--- src/rtl/audio_serial_rx.sv ---
`default_nettype none
// =============================================================================
// audio_serial_rx : oversampled left-justified / I2S stereo receiver with mono mix
// Revision 1.0
// =============================================================================
module audio_serial_rx #(
   parameter int DATA_WIDTH  = 16,
   parameter int I2S_MODE    = 0,
   parameter int SYNC_STAGES = 2
) (
   input  logic                  clock,
   input  logic                  reset_n,
   input  logic                  bclk,
   input  logic                  lrclk,
   input  logic                  in_data,
   input  logic                  enable,
   input  logic                  clear_error,
   output logic [DATA_WIDTH-1:0] left_sample,
   output logic [DATA_WIDTH-1:0] right_sample,
   output logic [DATA_WIDTH-1:0] mono_sample,
   output logic                  sample_valid,
   output logic                  frame_error
);
   localparam int               CNT_W      = 6;
   localparam logic [CNT_W-1:0] CNT_FULL   = CNT_W'(DATA_WIDTH);
   localparam logic             IS_I2S     = (I2S_MODE != 0);
   localparam logic             LEFT_LEVEL = (I2S_MODE == 0);

   localparam logic [1:0] ST_IDLE  = 2'd0;
   localparam logic [1:0] ST_SHIFT = 2'd1;
   localparam logic [1:0] ST_PAD   = 2'd2;

   logic [SYNC_STAGES-1:0] bclk_sync_q, bclk_sync_d;
   logic [SYNC_STAGES-1:0] lr_sync_q, lr_sync_d;
   logic [SYNC_STAGES-1:0] din_sync_q, din_sync_d;
   logic                   bclk_s, lr_s, din_s;

   logic bclk_prev_q, bclk_prev_d, lr_prev_q, lr_prev_d, lr_seen_q, lr_seen_d;
   logic evt_q, evt_d, bnd_q, bnd_d, new_left_q, new_left_d, bit_q, bit_d;

   logic [1:0]            state_q, state_d;
   logic                  ch_q, ch_d;
   logic [CNT_W-1:0]      cnt_q, cnt_d, cnt_next;
   logic [DATA_WIDTH-1:0] sh_q, sh_d, sh_next;
   logic [DATA_WIDTH-1:0] left_word_q, left_word_d;
   logic                  left_ok_q, left_ok_d;
   logic [DATA_WIDTH-1:0] left_q, left_d, right_q, right_d, mono_q, mono_d;
   logic                  valid_q, valid_d, err_q, err_d;
   logic [DATA_WIDTH:0]   mono_sum;

   logic go, shift_cur, done_cur, short_word, start_left, start_right, wait_right;

   assign bclk_s = bclk_sync_q[SYNC_STAGES-1];
   assign lr_s   = lr_sync_q[SYNC_STAGES-1];
   assign din_s  = din_sync_q[SYNC_STAGES-1];

   // Bit events are registered once so lrclk/data travel with their own bclk edge.
   always_comb begin
      bclk_sync_d = {bclk_sync_q[SYNC_STAGES-2:0], bclk};
      lr_sync_d   = {lr_sync_q[SYNC_STAGES-2:0], lrclk};
      din_sync_d  = {din_sync_q[SYNC_STAGES-2:0], in_data};
      bclk_prev_d = bclk_s;
      evt_d       = bclk_s & ~bclk_prev_q;
      bnd_d       = evt_d & lr_seen_q & (lr_s != lr_prev_q);
      new_left_d  = (lr_s == LEFT_LEVEL);
      bit_d       = din_s;
      lr_prev_d   = evt_d ? lr_s : lr_prev_q;
      lr_seen_d   = lr_seen_q | evt_d;
   end

   assign go          = enable & evt_q;
   assign sh_next     = {sh_q[DATA_WIDTH-2:0], bit_q};
   assign cnt_next    = cnt_q + 1'b1;
   assign shift_cur   = go & (state_q == ST_SHIFT) & (~bnd_q | IS_I2S);
   assign done_cur    = shift_cur & (cnt_next == CNT_FULL);
   assign short_word  = go & bnd_q & (state_q != ST_IDLE) & (cnt_q != CNT_FULL) & ~done_cur;
   assign start_left  = go & bnd_q & new_left_q;
   assign start_right = go & bnd_q & ~new_left_q & (state_q != ST_IDLE) & ~short_word & ~ch_q;
   assign wait_right  = go & bnd_q & ~new_left_q & (state_q != ST_IDLE) & ~start_right;
   assign mono_sum    = {left_word_q[DATA_WIDTH-1], left_word_q} + {sh_next[DATA_WIDTH-1], sh_next};

   always_ff @(posedge clock or negedge reset_n) begin
      if (!reset_n) begin
         state_q <= ST_IDLE;
      end else begin
         state_q <= state_d;
      end
   end

   always_comb begin
      state_d = state_q;
      if (!enable) begin
         state_d = ST_IDLE;
      end else if (start_left || start_right) begin
         state_d = ST_SHIFT;
      end else if (wait_right || done_cur) begin
         state_d = ST_PAD;
      end
   end

   // After a short word into right, PAD parks as a "full" right channel with no
   // held left word, so the next left boundary restarts cleanly and silently.
   always_comb begin
      ch_d        = ch_q;
      cnt_d       = cnt_q;
      sh_d        = sh_q;
      left_word_d = left_word_q;
      left_ok_d   = left_ok_q;
      left_d      = left_q;
      right_d     = right_q;
      mono_d      = mono_q;
      valid_d     = 1'b0;
      err_d       = err_q & ~clear_error;
      if (shift_cur) begin
         sh_d  = sh_next;
         cnt_d = cnt_next;
      end
      if (done_cur && !ch_q) begin
         left_word_d = sh_next;
         left_ok_d   = 1'b1;
      end
      if (done_cur && ch_q && left_ok_q) begin
         left_d    = left_word_q;
         right_d   = sh_next;
         mono_d    = mono_sum[DATA_WIDTH:1];
         valid_d   = 1'b1;
         left_ok_d = 1'b0;
      end
      if (short_word) begin
         err_d     = 1'b1;
         left_ok_d = 1'b0;
      end
      if (start_left) begin
         left_ok_d = 1'b0;
      end
      if (start_left || start_right) begin
         ch_d  = start_right;
         cnt_d = IS_I2S ? '0 : CNT_W'(1);
         sh_d  = IS_I2S ? '0 : {{(DATA_WIDTH-1){1'b0}}, bit_q};
      end
      if (wait_right) begin
         ch_d      = 1'b1;
         cnt_d     = CNT_FULL;
         left_ok_d = 1'b0;
      end
      if (!enable) begin
         cnt_d     = '0;
         left_ok_d = 1'b0;
      end
   end

   always_ff @(posedge clock or negedge reset_n) begin
      if (!reset_n) begin
         bclk_sync_q <= '0;
         lr_sync_q   <= '0;
         din_sync_q  <= '0;
         bclk_prev_q <= 1'b0;
         lr_prev_q   <= 1'b0;
         lr_seen_q   <= 1'b0;
         evt_q       <= 1'b0;
         bnd_q       <= 1'b0;
         new_left_q  <= 1'b0;
         bit_q       <= 1'b0;
         ch_q        <= 1'b0;
         cnt_q       <= '0;
         sh_q        <= '0;
         left_word_q <= '0;
         left_ok_q   <= 1'b0;
         left_q      <= '0;
         right_q     <= '0;
         mono_q      <= '0;
         valid_q     <= 1'b0;
         err_q       <= 1'b0;
      end else begin
         bclk_sync_q <= bclk_sync_d;
         lr_sync_q   <= lr_sync_d;
         din_sync_q  <= din_sync_d;
         bclk_prev_q <= bclk_prev_d;
         lr_prev_q   <= lr_prev_d;
         lr_seen_q   <= lr_seen_d;
         evt_q       <= evt_d;
         bnd_q       <= bnd_d;
         new_left_q  <= new_left_d;
         bit_q       <= bit_d;
         ch_q        <= ch_d;
         cnt_q       <= cnt_d;
         sh_q        <= sh_d;
         left_word_q <= left_word_d;
         left_ok_q   <= left_ok_d;
         left_q      <= left_d;
         right_q     <= right_d;
         mono_q      <= mono_d;
         valid_q     <= valid_d;
         err_q       <= err_d;
      end
   end

   assign left_sample  = left_q;
   assign right_sample = right_q;
   assign mono_sample  = mono_q;
   assign sample_valid = valid_q;
   assign frame_error  = err_q;

endmodule
`default_nettype wire

--- config.mk ---
export PLATFORM = sky130hd
export DESIGN_NAME = audio_serial_rx
export DESIGN_NICKNAME = d
export VERILOG_FILES = /design/src/rtl/audio_serial_rx.sv
export SDC_FILE = /design/constraint.sdc
export NUM_CORES = 1
export LEC_CHECK = 0
export ABC_AREA = 0
export CORE_UTILIZATION = 60
export DETAILED_ROUTE_END_ITERATION = 10
export PLACE_DENSITY_LB_ADDON = 0.25
export RECOVER_POWER = 50
export SKIP_LAST_GASP = 1
export SYNTH_ARGS = -nofsm -noshare
export SYNTH_HDL_FRONTEND = slang
export SYNTH_SLANG_ARGS = --single-unit
--- constraint.sdc ---
create_clock -name clock -period 4.1 [get_ports clock]
set_input_delay 0.82 -clock clock [delete_from_list [all_inputs] [get_ports clock]]
set_output_delay 0.82 -clock clock [all_outputs]
set_load 0.005 [all_outputs]
==> impl_metrics.py <==
metrics = {
    "run": {
        "maxCapViolations": 1,
    },
    "sta": {
        "hold_violations": 0,
        "max_freq_ghz": 0.350,
        "drv_slew": 75,
        "tns_ns": 0,
        "fin_crit_sh": 0.697,
        "slew-limit-headroom": -0.189,
        "skew_ns": 0.0126,
        "period_needed_ns": 2.86,
        "setup_violations": 0,
        "worst_slew_pin_slew_ns": 1.78,
        "rsz0062_at_grt": "false",
    },
    "routing": {
        "wl_per_cell_um": 15.1,
        "drc": 0,
        "initialDrtViolationCount": 157,
        "vias": 3569,
        "ant_nets": 0,
        "wirelength_um": 9600,
        "routed_via_density": 5.60,
        "drt-pass1-iter-count": 4,
    },
    "synth": {
        "syn_inst": 473,
        "ys_types": 51,
        "synth_edf_count": 0,
        "syn_nets": 499,
        "ys_warn_count": 0,
        "synth_area_per_cell_um2": 10.0,
        "ys_seq_area_frac": 0.548,
        "ys.flop_type": "dfrtp_1",
        "ys_ff_latch": 104,
        "synth.cell_area_um2": 4750,
        "synthArstFlopShare": 1.00,
    },
    "pwr": {
        "leakage_nw": 2.75,
        "power_mw": 1.71,
        "pwr_density_cell_nw_per_um2": 306,
        "peakVddDrop_uv": 220,
    },
    "global_routing": {
        "grt_max_degree": 75,
        "overflow": 0,
        "grt_pass1_vias": 3571,
        "grt_usage": 0.257,
        "antenna_found_initial": 0,
        "grt_first_pass_wirelength_um": 16700,
    },
    "clocking": {
        "path_clk_slew_ns": 0.11,
        "clk_latency_ns": 0.38,
        "cts_sinks": 104,
        "cts_max_level": 3,
        "cts-root-buf": "clkbuf_8",
        "cts.repair.resized": 0,
        "numCtsBuffers": 9,
        "ctsHoldBuffers": 0,
        "cts_tree": "done",
        "post_cts_buffers": 0,
        "cts_max_path_buffers": 2,
    },
    "worst_setup_path": {
        "reg2reg_from": "sh_q[0]",
        "setup.worst_path.end_class": "register",
        "crit_fanout": 17,
        "crit_chain": "dlygate4sd3_1, and4_1, and3_4, nand4_4, nor2_4, mux2_2",
        "slowest_delay_ns": 0.68,
        "timing_worst_setup_path_type": "in2reg",
        "crit_path_start": "enable",
        "cp_slowest_cell": "dlygate4sd3_1",
        "cp_data_required_time_ns": 4.37,
        "arrival_ns": 3.13,
        "crit_path_start_kind": "input port",
        "r2r_setup_slack_ns": 1.42,
    },
    "floorplan": {
        "dieWidth_um": 91.0,
        "pin_count": 57,
        "die_h_um": 91.0,
        "rows": 32,
        "dieArea_um2": 8270,
        "core_um2": 7690,
        "start_util": 0.618,
    },
    "status": {
        "violations": "max-capacitance violations, max-slew violations",
        "status": "complete, but fails checks",
    },
    "placed_design": {
        "port_buffers": 56,
        "gp_congestion": 0.890,
        "place_hpwl_um": 6670,
    },
    "finish": {
        "n_antenna_cell": 0,
        "area_growth_syn_to_layout_pct": 17.7,
        "final_common_cell": "nand2_1",
        "utilization": 0.727,
        "nets": 556,
        "drive_gt1_frac": 0.0897,
        "final_cell_mix": "nand2_1 (165), dfrtp_1 (104), clkdlybuf4s50_1 (41)",
    },
    "hold_path": {
        "hp-start": "bclk_sync_q[0]",
        "hp-class": "reg2reg",
    },
}
==> cell usage after synthesis, drive strengths merged (3+ instances only) <==
cell type	count	area share
and3	4	0.0063
xnor2	10	0.018
nor3	3	0.0032
o21ai	22	0.023
nor2	15	0.014
o21bai	3	0.0047
nand3	6	0.0074
nand2	165	0.13
nand4	6	0.011
xor2	11	0.020
inv	7	0.0055
o21a	3	0.0047
a31oi	3	0.0040
dfrtp	104	0.55
clkbuf	9	0.0071
buf	9	0.013
ha	18	0.047
a21oi	28	0.030
a21o	3	0.0047
mux2	18	0.050
==> final timing paths <==
kind,to,cells past startpoint
setup / recovery,left_word_q[3],6
hold / removal,bclk_sync_q[1],0
setup reg to reg,mono_sample[12],8
hold reg to reg,bclk_sync_q[1],0
max in group asynchronous,right_sample[3],2
min in group asynchronous,cnt_q[1],1
==> layout make-up <==
class / instances / area (um^2)
multi-input combinational: 344 / 2030
clock inverter: 7 / 71.3
fill: 580 / 2100
clock buffer: 9 / 124
tap: 102 / 128
sequential: 104 / 2600
inverter: 7 / 26.3
timing repair buffer: 64 / 608
==> critical path: cells and delay by family <==
kind,cells,cell delay [ns]
multiplexers,1,0.41
AND/OR/NAND/NOR,4,1.22
buffers and inverters,1,0.68
==> power by group <==
part | leakage, nW | total [mW] | internal (mW) | switching, mW
combinational | 1.22 | 0.0379 | 0.0111 | 0.0268
sequential | 1.42 | 1.04 | 1.03 | 0.00822
clock | 0.0999 | 0.627 | 0.240 | 0.387
total | 2.75 | 1.71 | 1.29 | 0.422
==> cells by family (layout without fill, tap and decap cells) <==
kind of cell	Yosys count	in the layout	synth area share
compound gates	76	76	0.0962
xor+xnor	21	21	0.0387
fa+ha+maj	19	19	0.0516
buf+inv	25	87	0.0256
flops	104	104	0.548
mux	18	18	0.0498
simple gates	210	210	0.190
==> metrics by stage <==
step	cells	setup slack, ns	cell area (um^2)	hold slack, ns
after global routing	637	1.17	5590	0.370
after CTS	637	1.33	5600	0.361
final	637	1.24	5590	0.360
after floorplan	473	1.92	4750	0.331
after detailed placement	621	0.968	5400	0.335
after global placement	621	1.07	5400	0.334
==> routing by layer <==
layer	global-route usage	up-vias	part of all wire
met2	0.401	84	0.47
met5	0	-	0
met1	0.353	1763	0.46
li1	-	1697	-
met4	0.131	0	0.028
met3	0.0402	25	0.041
==> flip-flops by register name (all words and copies together) (netlist names) <==
signal        flops
ch_q              1
frame_error       1
sh_q             15
din_sync_q        2
lr_seen_q         1
bnd_q             1
lr_prev_q         1
sample_valid      1
bit_q             1
evt_q             1
bclk_sync_q       2
state_q           2
left_word_q      16
new_left_q        1
left_sample      16
lr_sync_q         2
right_sample     16
bclk_prev_q       1
left_ok_q         1
cnt_q             6
mono_sample      16
(Power assumes the default switching activity.)
